## src/rtl/display_scan_mux.sv

```systemverilog
// Time-multiplexed driver for a 4-digit common-anode 7-segment display.
// Scans on rising edges of NFrec and snapshots the digit values once per frame.
module display_scan_mux #(
  parameter int LZ_BLANK    = 1,
  parameter int DEAD_CYCLES = 2
) (
  input  logic        cLocK,
  input  logic        Reset,
  input  logic        NFrec,
  input  logic        enable,
  input  logic [15:0] digits_in,
  input  logic [3:0]  dp_in,
  output logic [3:0]  AN,
  output logic [6:0]  SEG,
  output logic        DP,
  output logic        frame_done
);

  localparam logic [2:0] DEAD = 3'(DEAD_CYCLES);

  logic        nfrec_q;
  logic [1:0]  idx, idx_nxt;
  logic [15:0] shadow_dig, shadow_dig_nxt;
  logic [3:0]  shadow_dp, shadow_dp_nxt;
  logic [2:0]  blank_cnt, blank_cnt_nxt;
  logic        step, wrap, lit;
  logic [3:0]  nib;
  logic [3:0]  an_nxt;
  logic [6:0]  seg_nxt;
  logic        dp_nxt;

  function automatic logic [6:0] decode_bcd(input logic [3:0] n);
    case (n)
      4'd0:    return 7'b1000000;
      4'd1:    return 7'b1111001;
      4'd2:    return 7'b0100100;
      4'd3:    return 7'b0110000;
      4'd4:    return 7'b0011001;
      4'd5:    return 7'b0010010;
      4'd6:    return 7'b0000010;
      4'd7:    return 7'b1111000;
      4'd8:    return 7'b0000000;
      4'd9:    return 7'b0010000;
      default: return 7'b0111111;
    endcase
  endfunction

  // A digit is a leading zero when it and every digit to its left are zero.
  function automatic logic is_leading_zero(input logic [15:0] dig, input logic [1:0] i);
    case (i)
      2'd3:    return dig[15:12] == 4'd0;
      2'd2:    return dig[15:8] == 8'd0;
      2'd1:    return dig[15:4] == 12'd0;
      default: return 1'b0;
    endcase
  endfunction

  always_comb begin
    step           = NFrec & ~nfrec_q & enable;
    wrap           = step & (idx == 2'd3);
    idx_nxt        = step ? idx + 2'd1 : idx;
    shadow_dig_nxt = wrap ? digits_in : shadow_dig;
    shadow_dp_nxt  = wrap ? dp_in : shadow_dp;

    if (step)
      blank_cnt_nxt = DEAD;
    else if (enable && blank_cnt != 3'd0)
      blank_cnt_nxt = blank_cnt - 3'd1;
    else
      blank_cnt_nxt = blank_cnt;

    // Outputs are registered from the post-edge state, so decode the next values.
    lit    = enable && (blank_cnt_nxt == 3'd0);
    nib    = 4'(shadow_dig_nxt >> {idx_nxt, 2'b00});
    an_nxt = 4'b1111;
    seg_nxt = 7'b1111111;
    dp_nxt = 1'b1;
    if (lit) begin
      an_nxt = ~(4'b0001 << idx_nxt);
      dp_nxt = ~shadow_dp_nxt[idx_nxt];
      if (!(LZ_BLANK != 0 && is_leading_zero(shadow_dig_nxt, idx_nxt)))
        seg_nxt = decode_bcd(nib);
    end
  end

  always_ff @(posedge cLocK) begin
    if (Reset) begin
      nfrec_q    <= 1'b1;
      idx        <= 2'd0;
      shadow_dig <= 16'd0;
      shadow_dp  <= 4'd0;
      blank_cnt  <= 3'd0;
      AN         <= 4'b1111;
      SEG        <= 7'b1111111;
      DP         <= 1'b1;
      frame_done <= 1'b0;
    end else begin
      nfrec_q    <= NFrec;
      idx        <= idx_nxt;
      shadow_dig <= shadow_dig_nxt;
      shadow_dp  <= shadow_dp_nxt;
      blank_cnt  <= blank_cnt_nxt;
      AN         <= an_nxt;
      SEG        <= seg_nxt;
      DP         <= dp_nxt;
      frame_done <= wrap;
    end
  end

endmodule

```

## config.mk

```make
export PLATFORM = sky130hd
export DESIGN_NAME = display_scan_mux
export DESIGN_NICKNAME = d
export VERILOG_FILES = /design/src/rtl/display_scan_mux.sv
export SDC_FILE = /design/constraint.sdc
export NUM_CORES = 1
export LEC_CHECK = 0
export ABC_AREA = 0
export CAP_MARGIN = 0
export CORE_UTILIZATION = 45
export DETAILED_ROUTE_END_ITERATION = 16
export PLACE_DENSITY_LB_ADDON = 0.05
export SKIP_CTS_REPAIR_TIMING = 1
export SYNTH_ARGS = -nofsm -noshare
export SYNTH_HDL_FRONTEND = slang
export SYNTH_SLANG_ARGS = --single-unit
```

## constraint.sdc

```tcl
create_clock -name cLocK -period 3.2 [get_ports cLocK]
set_clock_uncertainty 0.15 [all_clocks]
set_input_delay 0.96 -clock cLocK [delete_from_list [all_inputs] [get_ports cLocK]]
set_output_delay 0.96 -clock cLocK [all_outputs]
set_load 0.005 [all_outputs]
```

==> results_dict.tcl, run 1 <==
set metrics [dict create \
    p_leak_nw 1.223 \
    outcome "completed" \
    crit_fanout 7 \
    tightestPinTransition_ps 596.3 \
    die_x_um 68.39 \
    grt_setup_unrepaired "true" \
    htreeDepth 2 \
    fmax_ghz 0.3188 \
    hold-worst-slack_ps 341.7 \
    via_per_inst 5.269 \
    ys_warn_count 0 \
    arrival_ps 3210 \
    clock_sinks 39 \
    ios 37 \
    regArea_sq_um 780.7 \
    endpoint_kind "flip-flop" \
    drtIter0Drc 69 \
    cts_made_buffers 5 \
    vias 1628 \
    async_flop_share 0 \
    nets 290 \
    final_common_cell "dfxtp_1" \
    grt.overflow.total 0 \
    clk_pin_slew_ps 80 \
    stdcell_area_sq_mm 0.002709 \
    post_dp_cell_area_sq_mm 0.002540 \
    design.core.area_sq_mm 0.004115 \
    synth_ff_type "dfxtp_1" \
    peakVddDrop_mv 0.2537 \
    area_growth_pct 36.59 \
    finalHoldViolCount 0 \
    maxCapViolations 0 \
    start_util 0.4819 \
    path_class "in2reg" \
    first_global_vias 1645 \
    routed_wirelength_um 4542 \
    cp_data_required_time_ps 3270 \
    grt_max_degree 28 \
    dp_hpwl_um 3473 \
    dpl.cell_count 301 \
    synth_edf_count 0 \
    preCtsSetupSlack_ps -366.1 \
    dr.pass1.iters 4 \
    die_area_sq_mm 0.004677 \
    worstHoldPathType "reg2reg" \
    max_slew_margin 0.5983 \
    slew_viol_final 0 \
    drive_gt1_frac 0.2239 \
    antenna_found_initial 0 \
    worstSetupStartpointType "primary input" \
    drc 0 \
    synthDistinctLibCells 44 \
    ctsLongestPathBuffers 2 \
    setup_violations 0 \
    clk_latency_ps 290 \
    mostFrequentLayoutCells "dfxtp_1, nor2_1, clkdlybuf4s50_1, buf_4, mux2i_1" \
    wl_per_cell_um 14.70 \
    post-route-min-period_ps 3137 \
    synth-seq-cells 39 \
    portBuffers 36 \
    netlist_area_sq_mm 0.001983 \
    grt_use_total 0.2095 \
    cts_tree "yes" \
    grt_first_pass_wirelength_um 7120 \
    avgSynthCellArea_sq_um 10.07 \
    fin_cells 309 \
    antenna_left 0 \
    power_density_mw_per_mm2 445.9 \
    finalCritPeriodShare 0.9802 \
    diodes 0 \
    synthCells 197 \
    n_fill_cell 325 \
    cts-root-buf "clkbuf_8" \
    ys_seq_area_frac 0.3937 \
    die_h_um 68.39 \
    fin_ws_ps 63.28 \
    multi_input_area_sq_mm 0.001145 \
    gp_congestion 0.8611 \
    syn_nets 229 \
    rows 23 \
]
[flip-flops by register name (all words and copies together) (netlist names)]
name	cells
AN	4
DP	1
SEG	7
blank_cnt	3
frame_done	1
idx	2
nfrec_q	1
shadow_dig	16
shadow_dp	4
[final timing paths]
path	endpoint	slack (ps)	cells after the start	start
worst max-delay path	SEG[4]$_SDFF_PP1_	60	10	NFrec
worst min-delay path	shadow_dp[1]$_SDFF_PP0_	340	2	shadow_dp[1]$_SDFF_PP0_
worst max register to register	SEG[4]$_SDFF_PP1_	580	10	idx[0]$_SDFF_PP0_
worst min register to register	shadow_dp[1]$_SDFF_PP0_	340	2	shadow_dp[1]$_SDFF_PP0_
[area by class of cell]
type | count | area share
Clock buffer | 6 | 0.02679
Sequential cell | 39 | 0.2882
Tap cell | 50 | 0.02309
Timing Repair Buffer | 63 | 0.2102
Clock inverter | 2 | 0.02217
Inverter | 5 | 0.006928
Multi-Input combinational cell | 144 | 0.4226
[through the flow]
stage / TNS [ps] / power (mW) / utilization
2_1_floorplan: 0 / 0.6226 / -
4_1_cts: -231.1 / 1.209 / 0.6494
3_5_place_dp: -2250 / 0.7237 / 0.6172
3_3_place_gp: -1647 / 0.7163 / 0.6172
5_1_grt: -47.53 / 1.257 / 0.6583
6_report: 0 / 1.208 / 0.6583
[cell families (layout without fill, tap and decap cells)]
kind of cell	after synthesis	in the layout	share of synthesized area
flip-flops	39	39	0.3937
adder cells (fa/ha/maj)	8	8	0.05048
multiplexers	36	36	0.2025
buffers and inverters	14	76	0.04415
AO/OA/AOI/OAI	26	26	0.1041
XOR/XNOR	1	1	0.004417
AND/OR/NAND/NOR	73	73	0.2006
[power breakdown]
group | internal, mW | leakage [nW] | switching (mW) | total, mW
clock network | 0.312 | 0.0654 | 0.179 | 0.491
logic | 0.113 | 0.842 | 0.0862 | 0.199
registers | 0.509 | 0.316 | 0.00943 | 0.518
total | 0.933 | 1.22 | 0.275 | 1.21
[synth_stat cells, drive strengths merged, types with 5 or more instances]
cell | number | area (sq um)
o21ai | 5 | 25.02
mux2i | 29 | 315.3
ha | 8 | 100.1
dfxtp | 39 | 780.8
o22ai | 6 | 37.54
buf | 5 | 53.79
a21oi | 7 | 35.03
mux2 | 7 | 86.33
nor2b | 6 | 37.54
nor2 | 37 | 146.4
nor4 | 5 | 46.29
inv | 5 | 18.76
nand2b | 6 | 37.54
[worst max-delay path, cell delays in order]
cell and delay (ps):
clkdlybuf4s50_1 450, nand3b_1 120, buf_4 180, mux2_2 380
nor2_1 200, nor4_4 80, buf_4 170, ha_1 220
mux2_4 260, a22oi_1 180
[routing by layer]
layer,wire length (um),global-route usage,part of all wire
met3,168,0.04333,0.037
met5,0,0,0
met4,87,0.1172,0.019
met2,2249,0.3615,0.50
met1,2036,0.2374,0.45
Power figures use the tool's default switching activity.
==> inputs of run 2 (changes only) <==
RECOVER_POWER = 100   (was default)
==> run 2 against run 1 <==
  * First-iteration DRC count down 13%
  * Setup slack about the same
  * Non-clock buffer count stayed put
  * Die area did not move
  * Utilization shrank 0.18 points
  * Cell area shrank 0.28%
  * Sequential share of layout area rose by 0.080 points
  * Global-route usage did not move
  * Worst hold slack got worse by 1.1 ps
  * Critical endpoint unchanged
  * Maximum frequency about the same
  * Count of clock-buffer cells in the layout stayed put
==> results_dict.tcl, run 2 (synthesized netlist as in run 1, its figures left out) <==
set metrics [dict create \
    outcome "completed" \
    finalCritPeriodShare 0.9803 \
    cp_common_cell "buf_4" \
    drive_gt1_frac 0.2162 \
    final_common_cell "dfxtp_1" \
    finalHoldViolCount 0 \
    cp_data_required_time_ps 3270 \
    reg_top3 "shadow_dig (16), SEG (7)" \
    ios 37 \
    fin_util 0.6564 \
    crit_fanout 7 \
    die_h_um 68.39 \
    post-route-min-period_ps 3137 \
    crit_chain "clkdlybuf4s50_1 > nand3b_1 > buf_4 > mux2_2 > nor2_1 > nor4_4 > buf_4 > ha_1 > mux2_4 > a22oi_1" \
    drc 0 \
    hold-worst-slack_ps 340.6 \
    drtIter0Drc 60 \
    clock_sinks 39 \
    dpl.cell_count 301 \
    wl_per_cell_um 14.67 \
    maxCapViolations 0 \
    worstSetupStartpointType "primary input" \
    via_per_inst 5.262 \
    stdcell_area_sq_mm 0.002701 \
    slew_viol_final 0 \
    worstHoldPathType "reg2reg" \
    start_util 0.4819 \
    crit_start "NFrec" \
    ctsLongestPathBuffers 2 \
    grt_use_total 0.2095 \
    vias 1626 \
    antenna_left 0 \
    gp_congestion 0.8611 \
    p_leak_nw 1.189 \
    rows 23 \
    cts_made_buffers 5 \
    path_class "in2reg" \
    total_power_mw 1.199 \
    grt.overflow.total 0 \
    dr.pass1.iters 4 \
    arrival_ps 3200 \
    first_global_vias 1645 \
    grt_setup_unrepaired "true" \
    cts-root-buf "clkbuf_8" \
    htreeDepth 2 \
    power_density_mw_per_mm2 443.8 \
    crit_buf_inv 3 \
    slowest_stage "clkdlybuf4s50_1" \
    die_x_um 68.39 \
    clk_latency_ps 290 \
    grt_max_degree 28 \
    diodes 0 \
    top_register "shadow_dig" \
    antenna_found_initial 0 \
    crit_family "buffers and inverters" \
    largest_reg_flops 16 \
    setup_violations 0 \
    tightestPinTransition_ps 1209 \
    post_dp_cell_area_sq_mm 0.002540 \
    routed_wirelength_um 4533 \
    nets 290 \
    design.core.area_sq_mm 0.004115 \
    peakVddDrop_mv 0.2534 \
    max_slew_margin 0.1940 \
    mostFrequentLayoutCells "dfxtp_1, nor2_1, buf_4, mux2i_1, clkdlybuf4s50_1" \
    die_area_sq_mm 0.004677 \
    cts_tree "yes" \
    hold_start "shadow_dp[1]$_SDFF_PP0_" \
    dp_hpwl_um 3473 \
    clk_pin_slew_ps 80 \
    max_stage_delay_ps 450 \
    fin_cells 309 \
    area_growth_pct 36.21 \
    portBuffers 36 \
    endpoint_kind "flip-flop" \
    fmax_ghz 0.3188 \
    grt_first_pass_wirelength_um 7120 \
    timing.rr.start "idx[0]$_SDFF_PP0_" \
]
-- run 2: changes by cell type in the layout (fill, tap and decap cells not counted) --
cell,change
clkdlybuf4s50_1,-14
dlygate4sd3_1,+14
buf_4,-2
clkbuf_1,+2
-- run 2: worst reg2reg max path, cell delays in order, from the launching register on --
cell	delay [ps]
dfxtp_1	480
ha_1	350
nor2b_1	220
mux2i_2	120
buf_4	160
o22ai_2	190
nor2_1	80
buf_4	150
ha_1	200
mux2_4	260
a22oi_1	180
-- run 2: final cells by class --
| type | instances | area, sq um |
|---|---|---|
| Fill cell | 327 | 1414 |
| Inverter | 5 | 18.77 |
| Multi-Input combinational cell | 144 | 1145 |
| Clock inverter | 2 | 60.06 |
| Sequential cell | 39 | 780.7 |
| Tap cell | 50 | 62.56 |
| Clock buffer | 6 | 72.57 |
| Timing Repair Buffer | 63 | 561.8 |
-- run 2: metal layers --
metal / vias to the layer above / share of wire / wire (um) / GRT usage
met5: - / 0 / 0 / 0
met4: 0 / 0.019 / 87 / 0.1172
met3: 7 / 0.045 / 206 / 0.04333
met2: 48 / 0.49 / 2199 / 0.3615
met1: 756 / 0.45 / 2039 / 0.2374
li1: 815 / - / - / -
-- run 2: final timing paths --
| kind | end | slack, ps | depth (start not counted) |
|---|---|---|---|
| setup / recovery | SEG[4]$_SDFF_PP1_ | 60 | 10 |
| setup reg to reg | SEG[4]$_SDFF_PP1_ | 590 | 10 |
| hold reg to reg | shadow_dp[1]$_SDFF_PP0_ | 340 | 2 |
| hold / removal | shadow_dp[1]$_SDFF_PP0_ | 340 | 2 |
-- run 2: metrics by stage --
| stage | setup TNS [ps] | setup slack, ps |
|---|---|---|
| CTS | -231.1 | -71.38 |
| floorplan | 0 | 257.2 |
| detailed placement | -2250 | -366.1 |
| global route | -47.53 | -28.66 |
| finish | 0 | 63.06 |
| global placement | -1647 | -278.6 |
-- run 2: report_power, final --
part	leakage (nW)	switching (mW)	internal [mW]	total (mW)
logic	0.807	0.0868	0.105	0.192
clock network	0.0654	0.178	0.312	0.490
registers	0.316	0.00876	0.508	0.517
